$ cat config.mk
export PLATFORM = sky130hd
export DESIGN_NAME = nlprg_rr_server
export DESIGN_NICKNAME = d
export VERILOG_FILES = /design/src/rtl/nlprg_pkg.sv /design/src/rtl/nlprg10.sv /design/src/rtl/nlprg_rr_server.sv
export SDC_FILE = /design/constraint.sdc
export NUM_CORES = 1
export LEC_CHECK = 0
export BUFFER_PORTS_ARGS = -buffer_cell sky130_fd_sc_hd__buf_4
export CAP_MARGIN = 15
export CORE_MARGIN = 10
export CORE_UTILIZATION = 55
export CTS_CLUSTER_DIAMETER = 60
export DETAILED_ROUTE_END_ITERATION = 8
export MAX_ROUTING_LAYER = met4
export PLACE_DENSITY = 0.77
export SYNTH_ARGS = -nofsm -noshare
export SYNTH_HDL_FRONTEND = slang
export SYNTH_SLANG_ARGS = --single-unit
$ cat constraint.sdc
create_clock -name ck -period 2 [get_ports ck]
set_clock_uncertainty 0.2 [all_clocks]
set_input_delay 0.4 -clock ck [delete_from_list [all_inputs] [get_ports ck]]
set_output_delay 0.4 -clock ck [all_outputs]
set_load 0.03 [all_outputs]
$ cat src/rtl/nlprg_pkg.sv
// Shared types and constants for the PRNG round-robin server.
package nlprg_pkg;

  // Default PRNG word width; the nlprg10 generator only exists in 10-bit form.
  localparam int N_DEF = 10;

  // Full period of nlprg10, which includes the all-zero word.
  localparam int PERIOD = 1024;

  typedef enum logic [1:0] {
    WARMUP = 2'd0,
    RUN    = 2'd1,
    FAULT  = 2'd2
  } state_e;

endpackage

$ cat src/rtl/nlprg10.sv
// 10-bit nonlinear PRNG: maximal LFSR (x^10 + x^7 + 1) with the de Bruijn
// correction term, so the sequence visits all 1024 words including zero.
// Reset state is zero, which makes o==0 line up with a zero-based counter.
module nlprg10 (
  input  logic       ck,
  input  logic       rst,
  output logic [9:0] o
);

  logic [9:0] s_q, s_d;
  logic       fb;

  // Feedback: LFSR taps, inverted when the low nine bits are all zero so the
  // chain passes through 0x000 between 0x200 and 0x001.
  always_comb begin
    fb  = s_q[9] ^ s_q[6] ^ (s_q[8:0] == 9'd0);
    s_d = {s_q[8:0], fb};
  end

  // State register, cleared asynchronously.
  always_ff @(posedge ck or posedge rst) begin
    if (rst) s_q <= '0;
    else     s_q <= s_d;
  end

  assign o = s_q;

endmodule

$ cat src/rtl/nlprg_rr_server.sv
// Round-robin server handing out one nlprg10 word per grant. A free-running
// cycle counter is cross-checked against the PRNG zero word to detect a
// broken generator period; a mismatch parks the server in FAULT until reset.
module nlprg_rr_server
  import nlprg_pkg::*;
#(
  parameter int N    = N_DEF,
  parameter int NREQ = 4,
  parameter int WARM = 2
) (
  input  logic            ck,
  input  logic            rst,
  input  logic [NREQ-1:0] req,
  output logic [NREQ-1:0] gnt,
  output logic [N-1:0]    data,
  output logic            period_ok,
  output logic            fault,
  output logic            busy
);

  localparam int PW = $clog2(NREQ);
  // Counter value seen in the last WARMUP cycle; WARM of at least 1 assumed.
  localparam logic [N-1:0] WARM_LAST = N'((WARM > 0) ? WARM - 1 : 0);

  state_e          state_q, state_d;
  logic [N-1:0]    cnt_q, cnt_d;
  logic [PW-1:0]   ptr_q, ptr_d;
  logic [NREQ-1:0] gnt_q, gnt_d;
  logic [N-1:0]    data_q, data_d;

  logic [N-1:0]    prng_o;
  logic            pick_found;
  logic [PW-1:0]   pick_idx;
  int              idx;
  logic            cnt_zero, prng_zero;

  nlprg10 u_prng (
    .ck (ck),
    .rst(rst),
    .o  (prng_o)
  );

  // Cyclic priority search: first requesting index at or after ptr.
  always_comb begin
    pick_found = 1'b0;
    pick_idx   = '0;
    idx        = 0;
    for (int off = 0; off < NREQ; off++) begin
      idx = int'(ptr_q) + off;
      if (idx >= NREQ) idx = idx - NREQ;
      if (!pick_found && req[idx]) begin
        pick_found = 1'b1;
        pick_idx   = PW'(idx);
      end
    end
  end

  assign cnt_zero  = (cnt_q == '0);
  assign prng_zero = (prng_o == '0);

  // Next-state: counter wrap, FSM, grant/data capture and pointer update.
  always_comb begin
    state_d = state_q;
    ptr_d   = ptr_q;
    gnt_d   = '0;
    data_d  = data_q;
    cnt_d   = (cnt_q == N'(PERIOD - 1)) ? '0 : cnt_q + 1'b1;
    case (state_q)
      WARMUP: begin
        if (cnt_q == WARM_LAST) state_d = RUN;
      end
      RUN: begin
        // A grant in the cycle that detects a period error is still issued.
        if (pick_found) begin
          gnt_d[pick_idx] = 1'b1;
          data_d          = prng_o;
          ptr_d           = (pick_idx == PW'(NREQ - 1)) ? '0 : pick_idx + 1'b1;
        end
        if (cnt_zero != prng_zero) state_d = FAULT;
      end
      default: begin
        // FAULT (and any illegal encoding) is left only through reset.
        state_d = FAULT;
      end
    endcase
  end

  // State and output registers, cleared asynchronously.
  always_ff @(posedge ck or posedge rst) begin
    if (rst) begin
      state_q <= WARMUP;
      cnt_q   <= '0;
      ptr_q   <= '0;
      gnt_q   <= '0;
      data_q  <= '0;
    end else begin
      state_q <= state_d;
      cnt_q   <= cnt_d;
      ptr_q   <= ptr_d;
      gnt_q   <= gnt_d;
      data_q  <= data_d;
    end
  end

  assign gnt       = gnt_q;
  assign data      = data_q;
  // Decoded from registered state only: high in the cycle cnt has wrapped to 0.
  assign period_ok = (state_q == RUN) && cnt_zero && prng_zero;
  assign fault     = (state_q == FAULT);
  assign busy      = (state_q == RUN);

endmodule

==> flow_metrics.py, run 1 <==
metrics = {
    "setup_path": {
        "required_ns": 1.40,
        "critPathKind": "flip-flop to primary output",
        "crit_path_start_kind": "flip-flop",
        "crit_arrival_ns": 1.81,
        "cp-end-kind": "primary output",
        "crit_fanout": 2,
    },
    "synthesis": {
        "synth_flop_cell": "dfrtp_1",
        "ys_warn_count": 0,
        "synth-simple-area-share": 0.149,
        "syn_area_per_cell_sq_um": 12.5,
        "synth_area_sq_um": 1630,
        "ys_seq_area_frac": 0.582,
        "synthTopCellsByCount": "dfrtp_1, mux2_2, inv_1, nor2_1, ha_1",
        "yosysTopAreaCell": "dfrtp_1",
        "synth-xor-area-share": 0.0483,
        "syn-num-nets": 144,
        "syn_inst": 131,
        "synth_compound_area_frac": 0.0644,
        "ys_ff_latch": 38,
        "synthArstFlopShare": 1.00,
        "muxShareOfSynthArea": 0.0759,
        "synthTopCellsByArea": "dfrtp_1, mux2_2, ha_1",
        "synth_cell_type_count": 34,
        "synth_top_area_share": 0.582,
        "synth_adder_area_share": 0.0536,
        "yosys.cell_count.top_type": "dfrtp_1",
        "synth-edff-count": 0,
        "synth_top_family_by_area": "simple AND/OR/NAND/NOR gates",
    },
    "status": {
        "violations": "setup timing",
        "status": "finished, violations left",
    },
    "sta": {
        "drv_slew": 0,
        "max_slew_margin": 0.521,
        "fmax_mhz": 416,
        "rsz0062_at_grt": "yes",
        "final.min_clock_period_ns": 2.41,
        "fin_crit_sh": 1.20,
        "fin_hold_ws_ns": 0.219,
        "tightest_slew_ns": 0.718,
        "final-hold-violation-count": 0,
        "fin_ws_ns": -0.406,
        "setup_violations": 3,
        "tns_ns": -0.527,
    },
    "floorplan": {
        "initial_utilization": 0.582,
        "core_sq_um": 2810,
        "num_rows": 19,
        "ioPinCount": 23,
        "fp.dieW_um": 74.5,
        "die-area_sq_um": 5550,
        "die_y_um": 74.5,
    },
    "cells_and_area": {
        "fin_util": 0.746,
        "finalNonFillerCells": 207,
        "layout-drive-gt1-share": 0.358,
        "num_antenna_cells": 0,
        "area_growth_pct": 28.2,
        "fin_area_sq_um": 2090,
        "fillers": 179,
        "nets": 188,
    },
    "clock_network": {
        "cts_tree": "built",
        "numCtsBuffers": 5,
        "root_buffer": "clkbuf_4",
        "path_clk_slew_ns": 0.12,
        "cts_num_sinks": 38,
        "clk_latency_ns": 0.35,
        "h-tree-depth": 2,
        "clockBufferDepth": 2,
    },
    "power_and_ir_drop": {
        "power_mw": 1.83,
        "ir_worst_vdd_v": 0.000663,
        "powerDensity_nw_per_um2": 872,
        "leakagePower_nw": 1.02,
    },
    "place": {
        "place_congestion": 0.777,
        "hpwl_um": 2390,
        "dpl_cell_area_sq_um": 1930,
        "io_buffers": 22,
        "placed_cells": 194,
        "preCtsSetupSlack_ns": -0.0580,
    },
    "grt": {
        "grt_use_total": 0.133,
        "global_route.overflow_total": 0,
        "grt_max_degree": 39,
        "grt_first_pass_wirelength_um": 5480,
        "grt_pass1_vias": 1193,
        "grt_antenna_before_repair": 0,
    },
    "drt": {
        "drtPass1Iterations": 4,
        "drt-total-wl_um": 3310,
        "wl_per_cell_um": 16.0,
        "post_drt_via_cell_ratio": 5.48,
        "vias": 1134,
        "drt-initial-drc-count": 62,
        "drcViolationCount": 0,
        "postRouteAntennaNets": 0,
    },
    "run": {
        "drv_cap": 0,
    },
    "min_path": {
        "min_path_type": "flip-flop to flip-flop",
    },
}
path summary, 6_finish.rpt:
kind	to	slack, ns	start	depth (start not counted)
hold / removal	u_prng.o[8]	0.22	u_prng.o[7]	0
setup reg to reg	state_q[1]	-0.09	u_prng.o[2]	6
min in group asynchronous	gnt[3]	0.50	rst	4
hold reg to reg	u_prng.o[8]	0.22	u_prng.o[7]	0
max in group asynchronous	data[6]	0.77	rst	4
setup / recovery	period_ok	-0.41	u_prng.o[2]	4
what timing repair did:
| action | in CTS | in global routing |
|---|---|---|
| gates resized for setup | 1 | 2 |
| cloned | 0 | 0 |
| pin swaps | 0 | 1 |
| setup buffers | 1 | 3 |
| endpoints found under the setup margin | 2 | 12 |
| hold endpoints to repair | 38 | 0 |
| hold buffers | 1 | 0 |
flip-flops by register name, indices dropped and copies added, names as in the netlist:
signal,flops
gnt,4
u_prng.o,10
cnt_q,10
data,10
ptr_q,2
state_q,2
placed cells by master (no fill, tap or decap), types with 2 or more instances in the layout:
cell type	count
a21oi_1	4
a221oi_1	2
and2_1	4
and4_1	2
buf_4	35
buf_6	2
bufinv_16	2
clkbuf_4	5
dfrtp_1	38
ha_1	7
inv_1	10
mux2_2	11
nand2_1	6
nand3_1	4
nor2_1	8
nor2b_1	2
nor3_1	3
nor4_2	2
xnor2_1	5
xor2_1	4
power by group:
part,internal (mW),total [mW],switching [mW]
registers,0.823,0.851,0.0280
clock network,0.391,0.661,0.270
logic,0.124,0.314,0.191
total,1.34,1.83,0.488
cell families after synthesis:
family,after synthesis
adder cells (fa/ha/maj),7
flip-flops,38
XOR/XNOR,9
AND/OR/NAND/NOR,40
AO/OA/AOI/OAI,15
buffers and inverters,11
multiplexers,11
critical path, cell delays in order, from the launching register on:
cell,delay (ns)
dfrtp_1,0.40
or4_4,0.54
nand4bb_4,0.23
nor3_4,0.14
buf_6,0.15
routing by layer:
metal,vias to the layer above,wire length (um),GRT usage,share of wire
li1,547,-,-,-
met1,552,1430,0.146,0.43
met2,27,1660,0.207,0.50
met3,8,145,0.0452,0.044
met4,0,77,0.0777,0.023
met5,-,0,-,0
cell type report:
class	count	area (sq um)	share of cell area
Sequential cell	38	951	0.454
Multi-Input combinational cell	82	664	0.317
Timing Repair Buffer	38	295	0.141
Clock inverter	3	68.8	0.0329
Tap cell	31	38.8	0.0185
Clock buffer	5	37.5	0.0179
Inverter	10	37.5	0.0179
No activity file was read; power rests on OpenSTA's default activity.
==> run 2, diff against run 1 <==
- CELL_PAD_IN_SITES_DETAIL_PLACEMENT: unset -> 0
- CELL_PAD_IN_SITES_GLOBAL_PLACEMENT: unset -> 1
- CORE_UTILIZATION: 55 -> 45
- PLACE_DENSITY: 0.77 -> unset
- PLACE_DENSITY_LB_ADDON: unset -> 0.1
==> run 2 against run 1 <==
  * The flow still finishes with violations (setup timing)
  * Combinational power is essentially flat
  * First-iteration DRC count shrank 15%
  * Clock power shrank 20%
  * Register-to-register slack gained 0.10 ns
  * Clock-buffer cell count grew 1
  * Critical path type unchanged
==> flow_metrics.py, run 2 (synthesized netlist as in run 1, its figures left out) <==
metrics = {
    "status": {
        "status": "finished, violations left",
        "violations": "setup timing",
    },
    "place": {
        "dpl_cell_area_sq_um": 1940,
        "hpwl_um": 2120,
        "preCtsSetupSlack_ns": -0.0579,
        "io_buffers": 22,
        "place_congestion": 0.760,
    },
    "min_path": {
        "hold_depth": 0,
        "min_path_type": "flip-flop to flip-flop",
        "whs_endpoint": "u_prng.o[8]",
        "hp-start": "u_prng.o[7]",
    },
    "drt": {
        "drtPass1Iterations": 4,
        "vias": 1096,
        "wl_per_cell_um": 13.4,
        "drcViolationCount": 0,
        "drt-initial-drc-count": 53,
        "postRouteAntennaNets": 0,
        "drt-total-wl_um": 2920,
        "post_drt_via_cell_ratio": 5.03,
    },
    "grt": {
        "grt_pass1_vias": 1068,
        "grt_first_pass_wirelength_um": 4820,
        "grt_max_degree": 39,
        "global_route.overflow_total": 0,
        "grt_use_total": 0.0998,
        "grt_antenna_before_repair": 0,
    },
    "power_and_ir_drop": {
        "ir_worst_vdd_v": 0.000442,
        "leakagePower_nw": 0.991,
        "powerDensity_nw_per_um2": 815,
    },
    "setup_path": {
        "reg2reg_to": "state_q[1]",
        "cp_slowest_cell": "or4_4",
        "critPathBufInv": 1,
        "required_ns": 1.40,
        "r2r_slack_ns": 0.01,
        "crit_fanout": 2,
        "rr_worst_depth": 5,
        "crit_chain": "or4_4 -> nand4bb_4 -> nor3_4 -> buf_6",
        "max_stage_delay_ns": 0.54,
        "critPathKind": "flip-flop to primary output",
        "cp-end-kind": "primary output",
        "r2r-start": "u_prng.o[2]",
        "crit_family": "simple AND/OR/NAND/NOR gates",
        "crit_path_start_kind": "flip-flop",
        "crit_arrival_ns": 1.80,
    },
    "clock_network": {
        "clk_latency_ns": 0.34,
        "h-tree-depth": 2,
        "numCtsBuffers": 5,
        "cts_tree": "built",
        "cts_num_sinks": 38,
        "root_buffer": "clkbuf_4",
        "path_clk_slew_ns": 0.11,
        "clockBufferDepth": 2,
    },
    "floorplan": {
        "fp.dieW_um": 80.2,
        "initial_utilization": 0.478,
        "die_y_um": 80.2,
        "core_sq_um": 3420,
        "num_rows": 21,
        "ioPinCount": 23,
        "die-area_sq_um": 6440,
    },
    "cells_and_area": {
        "final_cell_mix": "dfrtp_1, buf_4, mux2_2",
        "num_antenna_cells": 0,
        "final_common_cell": "dfrtp_1",
        "fin_util": 0.607,
        "fin_area_sq_um": 2070,
        "area_growth_pct": 27.0,
        "nets": 185,
        "layout-drive-gt1-share": 0.349,
    },
    "sta": {
        "fmax_mhz": 416,
        "fin_crit_sh": 1.20,
        "setup_violations": 1,
        "rsz0062_at_grt": "yes",
        "final.min_clock_period_ns": 2.40,
        "final-hold-violation-count": 0,
        "max_slew_margin": 0.694,
        "drv_slew": 0,
        "fin_ws_ns": -0.403,
        "tightest_slew_ns": 0.455,
        "fin_hold_ws_ns": 0.211,
    },
    "run": {
        "drv_cap": 0,
    },
}
-- run 2: routing by layer --
layer  up-vias  track usage  part of all wire
li1        535            -                 -
met1       535        0.115              0.45
met2        22        0.142              0.47
met3         4       0.0401             0.067
met4         0       0.0616             0.012
met5         -            -                 0
-- run 2: cell type report --
type / count / area [sq um]
Multi-Input combinational cell: 82 / 677
Timing Repair Buffer: 35 / 269
Sequential cell: 38 / 951
Tap cell: 46 / 57.6
Clock buffer: 6 / 51.3
Inverter: 10 / 37.5
Clock inverter: 1 / 30.0
Fill cell: 296 / 1340
-- run 2: worst max-delay path by stage --
stage,start,endpoint,slack (ns),depth (start not counted)
2_1_floorplan,u_prng.o[2],period_ok,-0.04,3
4_1_cts,u_prng.o[2],period_ok,-0.43,4
3_3_place_gp,u_prng.o[2],period_ok,-0.04,4
6_report,u_prng.o[2],period_ok,-0.40,4
3_5_place_dp,u_prng.o[2],period_ok,-0.06,4
5_1_grt,u_prng.o[2],period_ok,-0.48,4
-- run 2: what timing repair did --
action / in CTS / in global routing
hold buffers: 1 / 0
setup endpoints to repair: 2 / 8
gates resized for setup: 1 / 4
setup buffers: 1 / 1
hold endpoints to repair: 38 / 0
-- run 2: stage by stage --
step	instances	TNS, ns	total power, mW
floorplan	131	-0.0390	1.07
global placement	208	-0.0393	1.17
detailed placement	208	-0.0579	1.18
CTS	217	-0.426	1.72
global route	218	-0.541	1.78
finish	218	-0.403	1.69
-- run 2: report_power, final --
| group | internal [mW] | switching, mW | total (mW) | leakage, nW |
|---|---|---|---|---|
| registers | 0.823 | 0.0241 | 0.847 | 0.467 |
| logic | 0.125 | 0.188 | 0.312 | 0.480 |
| clock network | 0.291 | 0.240 | 0.531 | 0.0443 |
